`src/rtl/pixel_region_lat_buffer_pkg.sv`:
```
// Shared types and default sizes for the pixel-region latency buffer.
// Holds the cell-state encoding, which the cells and the top both use.
package pixel_region_pkg;

  typedef enum logic [1:0] {
    CELL_FREE = 2'd0,
    CELL_WAIT = 2'd1,
    CELL_TRIG = 2'd2
  } cell_state_e;

  localparam int unsigned DEF_DEPTH = 4;
  localparam int unsigned DEF_NPIX  = 4;
  localparam int unsigned DEF_TOT_W = 4;
  localparam int unsigned DEF_LAT_W = 9;
  localparam int unsigned DEF_ID_W  = 5;
  localparam int unsigned DEF_OVF_W = 8;

endpackage

```
`src/rtl/pixel_region_lat_buffer_if.sv`:
```
// Region-side bus of the latency buffer: hit write, trigger, token chain and readout.
// The master side is the pixel/column logic; the buffer itself is the slave.
interface pixel_region_lat_buffer_if #(
  parameter int unsigned DEPTH = pixel_region_pkg::DEF_DEPTH,
  parameter int unsigned NPIX  = pixel_region_pkg::DEF_NPIX,
  parameter int unsigned TOT_W = pixel_region_pkg::DEF_TOT_W,
  parameter int unsigned LAT_W = pixel_region_pkg::DEF_LAT_W,
  parameter int unsigned ID_W  = pixel_region_pkg::DEF_ID_W,
  parameter int unsigned OVF_W = pixel_region_pkg::DEF_OVF_W
);
  logic                    LE;
  logic [NPIX*TOT_W-1:0]   HitTot;
  logic                    L1;
  logic [ID_W-1:0]         L1Id;
  logic [LAT_W-1:0]        LatCnfg;
  logic                    PixOffCnfg;
  logic                    TokIn;
  logic                    TokOut;
  logic                    EnOut;
  logic                    ReadData;
  logic [NPIX*TOT_W-1:0]   RdTot;
  logic [ID_W-1:0]         RdL1Id;
  logic [DEPTH-1:0]        LeAddr;
  logic                    Full;
  logic [OVF_W-1:0]        OvfCnt;

  modport master (
    output LE, HitTot, L1, L1Id, LatCnfg, PixOffCnfg, TokIn, ReadData,
    input  TokOut, EnOut, RdTot, RdL1Id, LeAddr, Full, OvfCnt
  );

  modport slave (
    input  LE, HitTot, L1, L1Id, LatCnfg, PixOffCnfg, TokIn, ReadData,
    output TokOut, EnOut, RdTot, RdL1Id, LeAddr, Full, OvfCnt
  );
endinterface

```
`src/rtl/pixel_region_lat_cell.sv`:
```
// One latency-buffer cell: stores a hit, counts down its latency, and keeps the
// hit (tagged with the trigger ID) only if L1 is present in its match cycle.
module pixel_region_lat_cell
  import pixel_region_pkg::*;
#(
  parameter int unsigned TOT_BITS = DEF_NPIX * DEF_TOT_W,
  parameter int unsigned LAT_W    = DEF_LAT_W,
  parameter int unsigned ID_W     = DEF_ID_W
) (
  input  logic                clk,
  input  logic                srst,
  input  logic                wr_en,
  input  logic [TOT_BITS-1:0] wr_tot,
  input  logic [LAT_W-1:0]    lat_cnfg,
  input  logic                l1,
  input  logic [ID_W-1:0]     l1_id,
  input  logic                pop,
  output logic                is_free,
  output logic                is_trig,
  output logic [TOT_BITS-1:0] tot,
  output logic [ID_W-1:0]     id
);

  cell_state_e         state_q, state_d;
  logic [LAT_W-1:0]    cnt_q, cnt_d;
  logic [TOT_BITS-1:0] tot_q, tot_d;
  logic [ID_W-1:0]     id_q, id_d;

  always_ff @(posedge clk) begin
    if (srst) begin
      state_q <= CELL_FREE;
      cnt_q   <= '0;
      tot_q   <= '0;
      id_q    <= '0;
    end else begin
      state_q <= state_d;
      cnt_q   <= cnt_d;
      tot_q   <= tot_d;
      id_q    <= id_d;
    end
  end

  // Write, match and pop only ever apply to a cell in the matching state, so a
  // cell freed this edge cannot be reallocated until the following edge.
  always_comb begin
    state_d = state_q;
    cnt_d   = cnt_q;
    tot_d   = tot_q;
    id_d    = id_q;
    case (state_q)
      CELL_FREE: begin
        if (wr_en) begin
          state_d = CELL_WAIT;
          cnt_d   = lat_cnfg;
          tot_d   = wr_tot;
        end
      end
      CELL_WAIT: begin
        if (cnt_q != '0) begin
          cnt_d = cnt_q - 1'b1;
        end else if (l1) begin
          state_d = CELL_TRIG;
          id_d    = l1_id;
        end else begin
          state_d = CELL_FREE;
        end
      end
      CELL_TRIG: begin
        if (pop) begin
          state_d = CELL_FREE;
        end
      end
      default: state_d = CELL_FREE;
    endcase
  end

  assign is_free = (state_q == CELL_FREE);
  assign is_trig = (state_q == CELL_TRIG);
  assign tot     = tot_q;
  assign id      = id_q;

endmodule

```
`src/rtl/pixel_region_lat_buffer.sv`:
```
// Pixel-region latency buffer: DEPTH aging cells, lowest-free allocation,
// lowest-triggered readout through the column token chain, saturating overflow count.
module pixel_region_lat_buffer
  import pixel_region_pkg::*;
#(
  parameter int unsigned DEPTH = DEF_DEPTH,
  parameter int unsigned NPIX  = DEF_NPIX,
  parameter int unsigned TOT_W = DEF_TOT_W,
  parameter int unsigned LAT_W = DEF_LAT_W,
  parameter int unsigned ID_W  = DEF_ID_W,
  parameter int unsigned OVF_W = DEF_OVF_W
) (
  input  logic                       Clk,
  input  logic                       Reset,
  pixel_region_lat_buffer_if.slave   bus
);

  localparam int unsigned TOT_BITS = NPIX * TOT_W;

  logic [DEPTH-1:0]    cell_free;
  logic [DEPTH-1:0]    cell_trig;
  logic [DEPTH-1:0]    le_addr;
  logic [DEPTH-1:0]    rd_sel;
  logic [DEPTH-1:0]    wr_en;
  logic [DEPTH-1:0]    pop;
  logic [DEPTH:0]      free_seen;
  logic [DEPTH:0]      trig_seen;
  logic [TOT_BITS-1:0] cell_tot [DEPTH];
  logic [ID_W-1:0]     cell_id  [DEPTH];

  logic                full;
  logic                any_trig;
  logic                en_out;
  logic [TOT_BITS-1:0] rd_tot;
  logic [ID_W-1:0]     rd_id;
  logic [OVF_W-1:0]    ovf_q, ovf_d;

  assign free_seen[0] = 1'b0;
  assign trig_seen[0] = 1'b0;

  // Ripple priority chains: a cell is selected when it qualifies and no
  // lower-index cell already did.
  generate
    for (genvar gi = 0; gi < DEPTH; gi++) begin : g_cell
      assign free_seen[gi+1] = free_seen[gi] | cell_free[gi];
      assign trig_seen[gi+1] = trig_seen[gi] | cell_trig[gi];
      assign le_addr[gi]     = cell_free[gi] & ~free_seen[gi];
      assign rd_sel[gi]      = cell_trig[gi] & ~trig_seen[gi];
      assign wr_en[gi]       = bus.LE & le_addr[gi];
      assign pop[gi]         = bus.ReadData & en_out & rd_sel[gi];

      pixel_region_lat_cell #(
        .TOT_BITS (TOT_BITS),
        .LAT_W    (LAT_W),
        .ID_W     (ID_W)
      ) u_cell (
        .clk      (Clk),
        .srst     (Reset),
        .wr_en    (wr_en[gi]),
        .wr_tot   (bus.HitTot),
        .lat_cnfg (bus.LatCnfg),
        .l1       (bus.L1),
        .l1_id    (bus.L1Id),
        .pop      (pop[gi]),
        .is_free  (cell_free[gi]),
        .is_trig  (cell_trig[gi]),
        .tot      (cell_tot[gi]),
        .id       (cell_id[gi])
      );
    end
  endgenerate

  assign full     = ~free_seen[DEPTH];
  assign any_trig = trig_seen[DEPTH];
  assign en_out   = ~bus.TokIn & any_trig;

  // rd_sel is one-hot, so OR-ing the masked cells is a plain mux.
  always_comb begin
    rd_tot = '0;
    rd_id  = '0;
    for (int i = 0; i < DEPTH; i++) begin
      if (en_out && rd_sel[i]) begin
        rd_tot = rd_tot | cell_tot[i];
        rd_id  = rd_id  | cell_id[i];
      end
    end
  end

  always_ff @(posedge Clk) begin
    if (Reset) begin
      ovf_q <= '0;
    end else begin
      ovf_q <= ovf_d;
    end
  end

  always_comb begin
    ovf_d = ovf_q;
    if (bus.LE && full && (ovf_q != {OVF_W{1'b1}})) begin
      ovf_d = ovf_q + 1'b1;
    end
  end

  assign bus.LeAddr = le_addr;
  assign bus.Full   = full;
  assign bus.TokOut = bus.TokIn | (any_trig & ~bus.PixOffCnfg);
  assign bus.EnOut  = en_out;
  assign bus.RdTot  = rd_tot;
  assign bus.RdL1Id = rd_id;
  assign bus.OvfCnt = ovf_q;

endmodule

```
`src/flat_wrapper.sv`:
```
// flat-port wrapper written by rule: the top's interface ports become plain ports
module pixel_region_lat_buffer_flat import pixel_region_pkg::*;
#(
  parameter int unsigned DEPTH = DEF_DEPTH,
  parameter int unsigned NPIX  = DEF_NPIX,
  parameter int unsigned TOT_W = DEF_TOT_W,
  parameter int unsigned LAT_W = DEF_LAT_W,
  parameter int unsigned ID_W  = DEF_ID_W,
  parameter int unsigned OVF_W = DEF_OVF_W
)
  (Clk, Reset, bus_LE, bus_HitTot, bus_L1, bus_L1Id, bus_LatCnfg, bus_PixOffCnfg, bus_TokIn, bus_ReadData, bus_TokOut, bus_EnOut, bus_RdTot, bus_RdL1Id, bus_LeAddr, bus_Full, bus_OvfCnt);
  pixel_region_lat_buffer_if #(.DEPTH(DEPTH), .NPIX(NPIX), .TOT_W(TOT_W), .LAT_W(LAT_W), .ID_W(ID_W), .OVF_W(OVF_W)) bus_i ();
  input  logic Clk;
  input  logic Reset;
  input wire logic [$bits(bus_i.LE)-1:0] bus_LE;
  input wire logic [$bits(bus_i.HitTot)-1:0] bus_HitTot;
  input wire logic [$bits(bus_i.L1)-1:0] bus_L1;
  input wire logic [$bits(bus_i.L1Id)-1:0] bus_L1Id;
  input wire logic [$bits(bus_i.LatCnfg)-1:0] bus_LatCnfg;
  input wire logic [$bits(bus_i.PixOffCnfg)-1:0] bus_PixOffCnfg;
  input wire logic [$bits(bus_i.TokIn)-1:0] bus_TokIn;
  input wire logic [$bits(bus_i.ReadData)-1:0] bus_ReadData;
  output wire logic [$bits(bus_i.TokOut)-1:0] bus_TokOut;
  output wire logic [$bits(bus_i.EnOut)-1:0] bus_EnOut;
  output wire logic [$bits(bus_i.RdTot)-1:0] bus_RdTot;
  output wire logic [$bits(bus_i.RdL1Id)-1:0] bus_RdL1Id;
  output wire logic [$bits(bus_i.LeAddr)-1:0] bus_LeAddr;
  output wire logic [$bits(bus_i.Full)-1:0] bus_Full;
  output wire logic [$bits(bus_i.OvfCnt)-1:0] bus_OvfCnt;
  assign bus_i.LE = bus_LE;
  assign bus_i.HitTot = bus_HitTot;
  assign bus_i.L1 = bus_L1;
  assign bus_i.L1Id = bus_L1Id;
  assign bus_i.LatCnfg = bus_LatCnfg;
  assign bus_i.PixOffCnfg = bus_PixOffCnfg;
  assign bus_i.TokIn = bus_TokIn;
  assign bus_i.ReadData = bus_ReadData;
  assign bus_TokOut = bus_i.TokOut;
  assign bus_EnOut = bus_i.EnOut;
  assign bus_RdTot = bus_i.RdTot;
  assign bus_RdL1Id = bus_i.RdL1Id;
  assign bus_LeAddr = bus_i.LeAddr;
  assign bus_Full = bus_i.Full;
  assign bus_OvfCnt = bus_i.OvfCnt;
  pixel_region_lat_buffer #(.DEPTH(DEPTH), .NPIX(NPIX), .TOT_W(TOT_W), .LAT_W(LAT_W), .ID_W(ID_W), .OVF_W(OVF_W)) u_core (.Clk(Clk), .Reset(Reset), .bus(bus_i));
endmodule
```
`config.mk`:
```
export PLATFORM = sky130hd
export DESIGN_NAME = pixel_region_lat_buffer_flat
export DESIGN_NICKNAME = d
export VERILOG_FILES = /design/src/rtl/pixel_region_lat_buffer_pkg.sv /design/src/rtl/pixel_region_lat_buffer_if.sv /design/src/rtl/pixel_region_lat_cell.sv /design/src/rtl/pixel_region_lat_buffer.sv /design/src/flat_wrapper.sv
export SDC_FILE = /design/constraint.sdc
export NUM_CORES = 1
export LEC_CHECK = 0
export ABC_AREA = 1
export BUFFER_PORTS_ARGS = -buffer_cell sky130_fd_sc_hd__buf_2
export CAP_MARGIN = 20
export CORE_ASPECT_RATIO = 0.7
export CORE_MARGIN = 8
export CORE_UTILIZATION = 40
export CTS_CLUSTER_SIZE = 14
export DETAILED_ROUTE_END_ITERATION = 12
export PLACE_DENSITY = 0.6
export SKIP_CTS_REPAIR_TIMING = 1
export SYNTH_ARGS = -nofsm -noshare
export SYNTH_HDL_FRONTEND = slang
export SYNTH_HIERARCHICAL = 1
export SYNTH_SLANG_ARGS = --single-unit
```
`constraint.sdc`:
```
create_clock -name Clk -period 1.51 [get_ports Clk]
set_clock_uncertainty 0.15 [all_clocks]
set_input_delay 0.2265 -clock Clk [delete_from_list [all_inputs] [get_ports Clk]]
set_output_delay 0.2265 -clock Clk [all_outputs]
set_load 0.01 [all_outputs]
```
### Word-level counts from Yosys, hierarchy flattened

Index checks and enable logic that the tools add are counted.

* bits in registers: 136
* bits of input ports: 37
* output and inout bits: 36
* word-level logic and storage cells: 161

* add/subtract/negate cells: 5
* eq/ne operators: 25
* multiplexer cells: 37
* bitwise logic cells: 43
* reduce and logical (&&, ||, !) cells: 34

Operators with widths (count)
* 9-bit two-way mux: 8
* 9-bit case mux with 2 select lines: 4
* 16-bit two-way mux: 4
* 16-bit bitwise OR: 3
* 3-bit AND reduction: 12
* 9-bit nonzero test: 4
* 9-bit by 1-bit subtractor with 9-bit output, second input constant: 4
* 2-bit != test, second input constant: 16
* 2-bit two-way mux: 13
* 2-bit case mux with 3 select lines: 4
* 5-bit two-way mux: 4
* 1-bit AND: 17
* 5-bit bitwise OR: 3
* 1-bit inverter: 13
* 8-bit by 1-bit adder with 8-bit output, second input constant: 1
* 2-bit by 1-bit == test with 1-bit output, second input constant: 4
* 2-bit == test, second input constant: 4
* 2-bit zero test: 4
* 8-bit != test, second input constant: 1
* 2-bit AND reduction: 4
* 2-bit nonzero test: 4
* 1-bit bitwise OR: 7
* 1-bit logical AND: 6

### Longest topological paths before layout

* word-level depth: 13
* mapped depth: 10
* gate-level depth less buffers: 10

### Hierarchy

Netlist, hierarchy kept.

By module, submodules not included
* pixel_region_lat_cell: times used 4, cells each 217, area each 1517.7 um^2, seq. area each 640.6 um^2
* pixel_region_lat_buffer: times used 1, cells each 269, area each 1403.8 um^2, seq. area each 160.2 um^2

### Worst setup path after synthesis

No wires, ideal clock.

* path type: flip-flop to output port
* start point: register u_core.g_cell[0].u_cell.state_q[1]
* end point: output bus_RdL1Id[0]
* data arrival time: 1.330 ns
* required time: 1.133 ns
* path slack: -0.197 ns
* stages on the path, launching flop included: 10
* buffers on the path: 1
* cells stage by stage: dfxtp_1 inv_1 nor2_1 nor2_4 nand3_2 nand2_2 nor2_4 buf_4 nand2_1 nand3_1

* word-level cells in the longest chain between the ends: 13
* elaborated cells between the ends (all ways): 22
* those cells by class: eq/ne: 1; mux: 4; bitwise: 13; reduce/logical: 4

Ends and longest elaborated chain
* start: declaration: line pixel_region_lat_cell.sv:24 `cell_state_e state_q, state_d;`
* start signal: assignment: line pixel_region_lat_cell.sv:36 `state_q <= state_d;`
* 2-bit == test (*): line pixel_region_lat_cell.sv:78 `assign is_trig = (state_q == CELL_TRIG);`
* net u_core.cell_trig[0]: line pixel_region_lat_buffer.sv:21 `logic [DEPTH-1:0] cell_trig;`
* 1-bit bitwise OR (3 in series): line pixel_region_lat_buffer.sv:46 `assign trig_seen[gi+1] = trig_seen[gi] | cell_trig[gi];`
* 1-bit AND: line pixel_region_lat_buffer.sv:75 `assign en_out = ~bus.TokIn & any_trig;`
* 1-bit logical AND: line pixel_region_lat_buffer.sv:82 `if (en_out && rd_sel[i]) begin`
* 5-bit two-way mux: line pixel_region_lat_buffer.sv:82
* 5-bit bitwise OR: line pixel_region_lat_buffer.sv:84 `rd_id = rd_id | cell_id[i];`
* 5-bit two-way mux: line pixel_region_lat_buffer.sv:82
* 5-bit bitwise OR: line pixel_region_lat_buffer.sv:84
* 5-bit two-way mux: line pixel_region_lat_buffer.sv:82
* 5-bit bitwise OR: line pixel_region_lat_buffer.sv:84
* 5-bit two-way mux (*): line pixel_region_lat_buffer.sv:82
* end: declaration: line flat_wrapper.sv:26 `output wire logic [$bits(bus_i.RdL1Id)-1:0] bus_RdL1Id;`

Mark *: on every way through the listed nets, which the timed path passes. The rest lies on a longest branch.

### Worst setup path in the final report

* start point: register u_core.g_cell[0].u_cell.state_q[0]
* end point: output bus_RdL1Id[0]

The elaborated chain is that of the path after synthesis.

==> results.txt <==
The floorplan step defined a die boundary enclosing 0.0234 sq mm. Timing would allow up to 444 MHz. TritonCTS built the clock tree.

For this design the total switching power over the nets is 4520 uW. In this run the number of H-tree levels came out at 4. The tools report the timing startpoint of the critical path as u_core/g_cell[0].u_cell/state_q[0].

The repair_antennas step left the layout with diodes totalling 0. The clock-pin slew on the worst setup and hold paths is 0.06 ns. The number of hold violations in the final report came out at 14. The run gives 0 as the final number of max-transition violations.

The final critical path time including I/O delays and setup works out to 2.25 ns. The worst slew margin relative to its limit was 69.7%. For the number of setup violations in the final report, the log shows 164. The maximum number of pins on one net before global-route repair came out at 32. Measured in cells, the most critical reg-to-reg path has a length of 11.

The detailed-placement wirelength estimate was 16.1 mm. The first detailed-routing pass ran for 8 iterations. The CTS buffer count was 17. The initialized floorplan defines 41 standard-cell rows. The netlist uses 34 different library cells. For the total area of sequential cells, the log shows 0.00274 sq mm. The share of total power dissipated in the clock network is 33.4%.

The area growth from synthesis to layout is 35.9%. Arrival time of the worst setup path: 1.87 ns. The worst path uses 149% of the clock period. The run gives 1367 as the net count of the finished layout. Summing the sequential cell areas from Yosys gives 36.4% of the chip area. The run finished, with violations left. Global routing used 19.6% of the available tracks. The mean routed wirelength per cell was 14.5 microns; the global-route wire length before repair was 36.0 mm. The via count normalized by instance count works out to 4.82. For the area used by multi-input combinational logic, the log shows 0.00409 sq mm. Power spread over the standard cell area amounts to 1300 mW/mm^2. The worst slack on hold paths is -0.0267 ns, and the number of synthesized register bits is 136. The tools report the startpoint of the worst-slack reg-to-reg timing path as u_core/g_cell[0].u_cell/state_q[0].

Across all layers, the routed design uses 7580 vias. The cell area after layout is 0.0102 sq mm, and the worst ir drop on vdd is 0.726 mV. STA classifies the critical path endpoint as an output pin.

The congestion estimate from routability-driven global placement came to 0.881. The tools report the number of clock sinks as 136. The number of warnings reported in the yosys synthesis log came out at 6. The maximum buffer depth of the clock tree is 2, and the share of cells above drive strength 1 is 27.2%. The tools report the number of instances in the synthesized netlist as 1137.

The library cell used most frequently in the layout, excluding fill and tap cells, is sky130_fd_sc_hd__nor2_1. In this run, the number of DRC markers left after iteration 0 of detailed routing was 661. The later-pin clock latency in the skew report is 0.42 ns, and the share of power burned in combinational logic is 34.1%. When the netlist entered floorplanning its net count stood at 1179. From left edge to right edge, the die measures 179 microns. The mapped netlist covers 0.00747 sq mm. Summing internal, switching and leakage power gives 13200 uW. The mean post-synth cell area was 6.57 sq um; the count of buffers from port buffering was 72.

The fraction of power spent switching nets is 34.2%. The number of instances on the worst hold path is 3, and the pin slew with the least headroom to its limit is 0.454 ns. Of the total power, registers draw 32.6%. The via count of the first global-routing pass came out at 6794.

The tools report the start point of the worst hold path as bus_HitTot[6]. After filler insertion, the fill cell instance count of the layout stands at 1784. The final layout contains routed wiring with a total length of 22.9 mm.

For the final global-route overflow total, the log shows 0. The library cells used most frequently in the layout, excluding fill and tap cells, are 230 x sky130_fd_sc_hd__nor2_1, 183 x sky130_fd_sc_hd__nand2_1, 144 x sky130_fd_sc_hd__inv_1, 127 x sky130_fd_sc_hd__dfxtp_1, 102 x sky130_fd_sc_hd__buf_4. The logs give 0 for the number of violations of the max-capacitance limit and 8690 uW for the design internal power. The initial standard-cell utilization of the core is 41.2%. In this run the clock root is driven by a sky130_fd_sc_hd__clkbuf_16.

Setup repair after global routing could not meet its margin everywhere. Of all nets on the critical path, the largest fanout is 8. The critical path in this run is classified as flip-flop to output pin.

The final worst-path setup slack was -0.740 ns; the die height was 130 microns. The worst setup path is launched from a flip-flop. Initial antenna violation count: 0.

Pin placement for this block handled 73 I/O pins. After detailed placement, the total cell area comes to 0.00915 sq mm. The aggregate negative setup slack was -46.15 ns. The run gives 1.13 ns as the endpoint required time on the critical path. The core outline area was 0.0182 sq mm.

The worst hold-check path type is primary input to flip-flop. After detailed routing, the number of remaining DRC violations is 0. Number of nets with antenna violations after detailed routing: 0. For this design the static power due to leakage is 0.00466 uW.

The final reports fail on negative hold slack, negative setup slack.
==> cells by family after synthesis <==
logic type	after synthesis	share of synthesized area, %
xor gates and xnor gates	7	0.820
muxes	8	1.07
adders and majority gates	5	0.837
AOI/OAI and AO/OA	170	11.7
DFF	136	36.4
buffers and inverters	219	12.3
and+or+nand+nor	592	36.9
==> metal layers <==
metal | wire length, microns | global-route usage [%] | part of all wire [%]
met1 | 11800 | 28.7 | 52
met2 | 9740 | 29.2 | 43
met3 | 1060 | 3.70 | 4.6
met4 | 212 | 4.30 | 0.93
met5 | 0 | 0 | 0
==> cell type report <==
class | instances | share of cell area [%]
clock inverter | 12 | 1.63
timing repair buffer | 206 | 16.9
inverter | 180 | 6.90
tap | 236 | 2.91
clock buffer | 19 | 4.46
sequential | 136 | 26.9
multi-input combinational | 784 | 40.3
==> registers in the layout, summed over array words and instances (netlist names) <==
name / cells
u_core/bus.OvfCnt: 8
u_core/g_cell.u_cell/cnt_q: 36
u_core/g_cell.u_cell/id: 20
u_core/g_cell.u_cell/state_q: 8
u_core/g_cell.u_cell/tot: 64
==> worst max-delay path: stages (launching register included) <==
cell and delay, ns:
sky130_fd_sc_hd__dfxtp_2 0.34, sky130_fd_sc_hd__buf_12 0.12, sky130_fd_sc_hd__nor2_4 0.16, sky130_fd_sc_hd__nor2_4 0.06, sky130_fd_sc_hd__nand3_2 0.09, sky130_fd_sc_hd__nand2_4 0.08
sky130_fd_sc_hd__nor2_4 0.15, sky130_fd_sc_hd__buf_12 0.16, sky130_fd_sc_hd__nand2_1 0.06, sky130_fd_sc_hd__nand3_1 0.09, sky130_fd_sc_hd__buf_2 0.13
==> path summary, 6_finish.rpt <==
kind         slack, ns                                 end
min              -0.03      u_core/g_cell[1].u_cell/tot[6]
max              -0.74                       bus_RdL1Id[0]
min reg2reg       0.29       u_core/g_cell[3].u_cell/id[0]
max reg2reg      -0.38  u_core/g_cell[1].u_cell/state_q[1]
==> metrics by stage <==
step	setup slack, ns	utilization, %	std cells	hold WS [ns]
finish	-0.740	55.9	1573	-0.0267
global route	-0.829	55.9	1573	-0.00933
CTS	-0.773	53.8	1554	-0.0671
detailed placement	-0.334	50.4	1523	0.284
global placement	-0.305	50.4	1523	0.280
floorplan	-0.0482	-	1137	0.141
==> cells in the mapped netlist, drive strengths merged <==
cell,instances,share of area (%)
nor2,256,15
nand2,206,11
inv,172,8.6
dfxtp,136,36
o21ai,115,7.7
nand3,109,8.2
a21oi,34,2.3
buf,27,2.1
o22ai,21,1.8
clkbuf,12,0.80
clkinv,8,0.67
mux2i,8,1.1
nor3,8,0.54
ha,5,0.84
nand4,5,1.3
xor2,5,0.59
or2,4,0.33
nand3b,2,0.20
nor4,2,0.17
xnor2,2,0.23
==> power by group through the flow <==
| stage | combinational [uW] | sequential (uW) | clock (uW) |
|---|---|---|---|
| 2_1_floorplan | 2670 | 4360 | 0 |
| 3_3_place_gp | 4300 | 4370 | 0 |
| 3_5_place_dp | 4350 | 4380 | 0 |
| 4_1_cts | 4370 | 4300 | 4480 |
| 5_1_grt | 4990 | 4360 | 4660 |
| 6_report | 4500 | 4300 | 4400 |
Note: power is estimated with default switching activity, not from simulation.
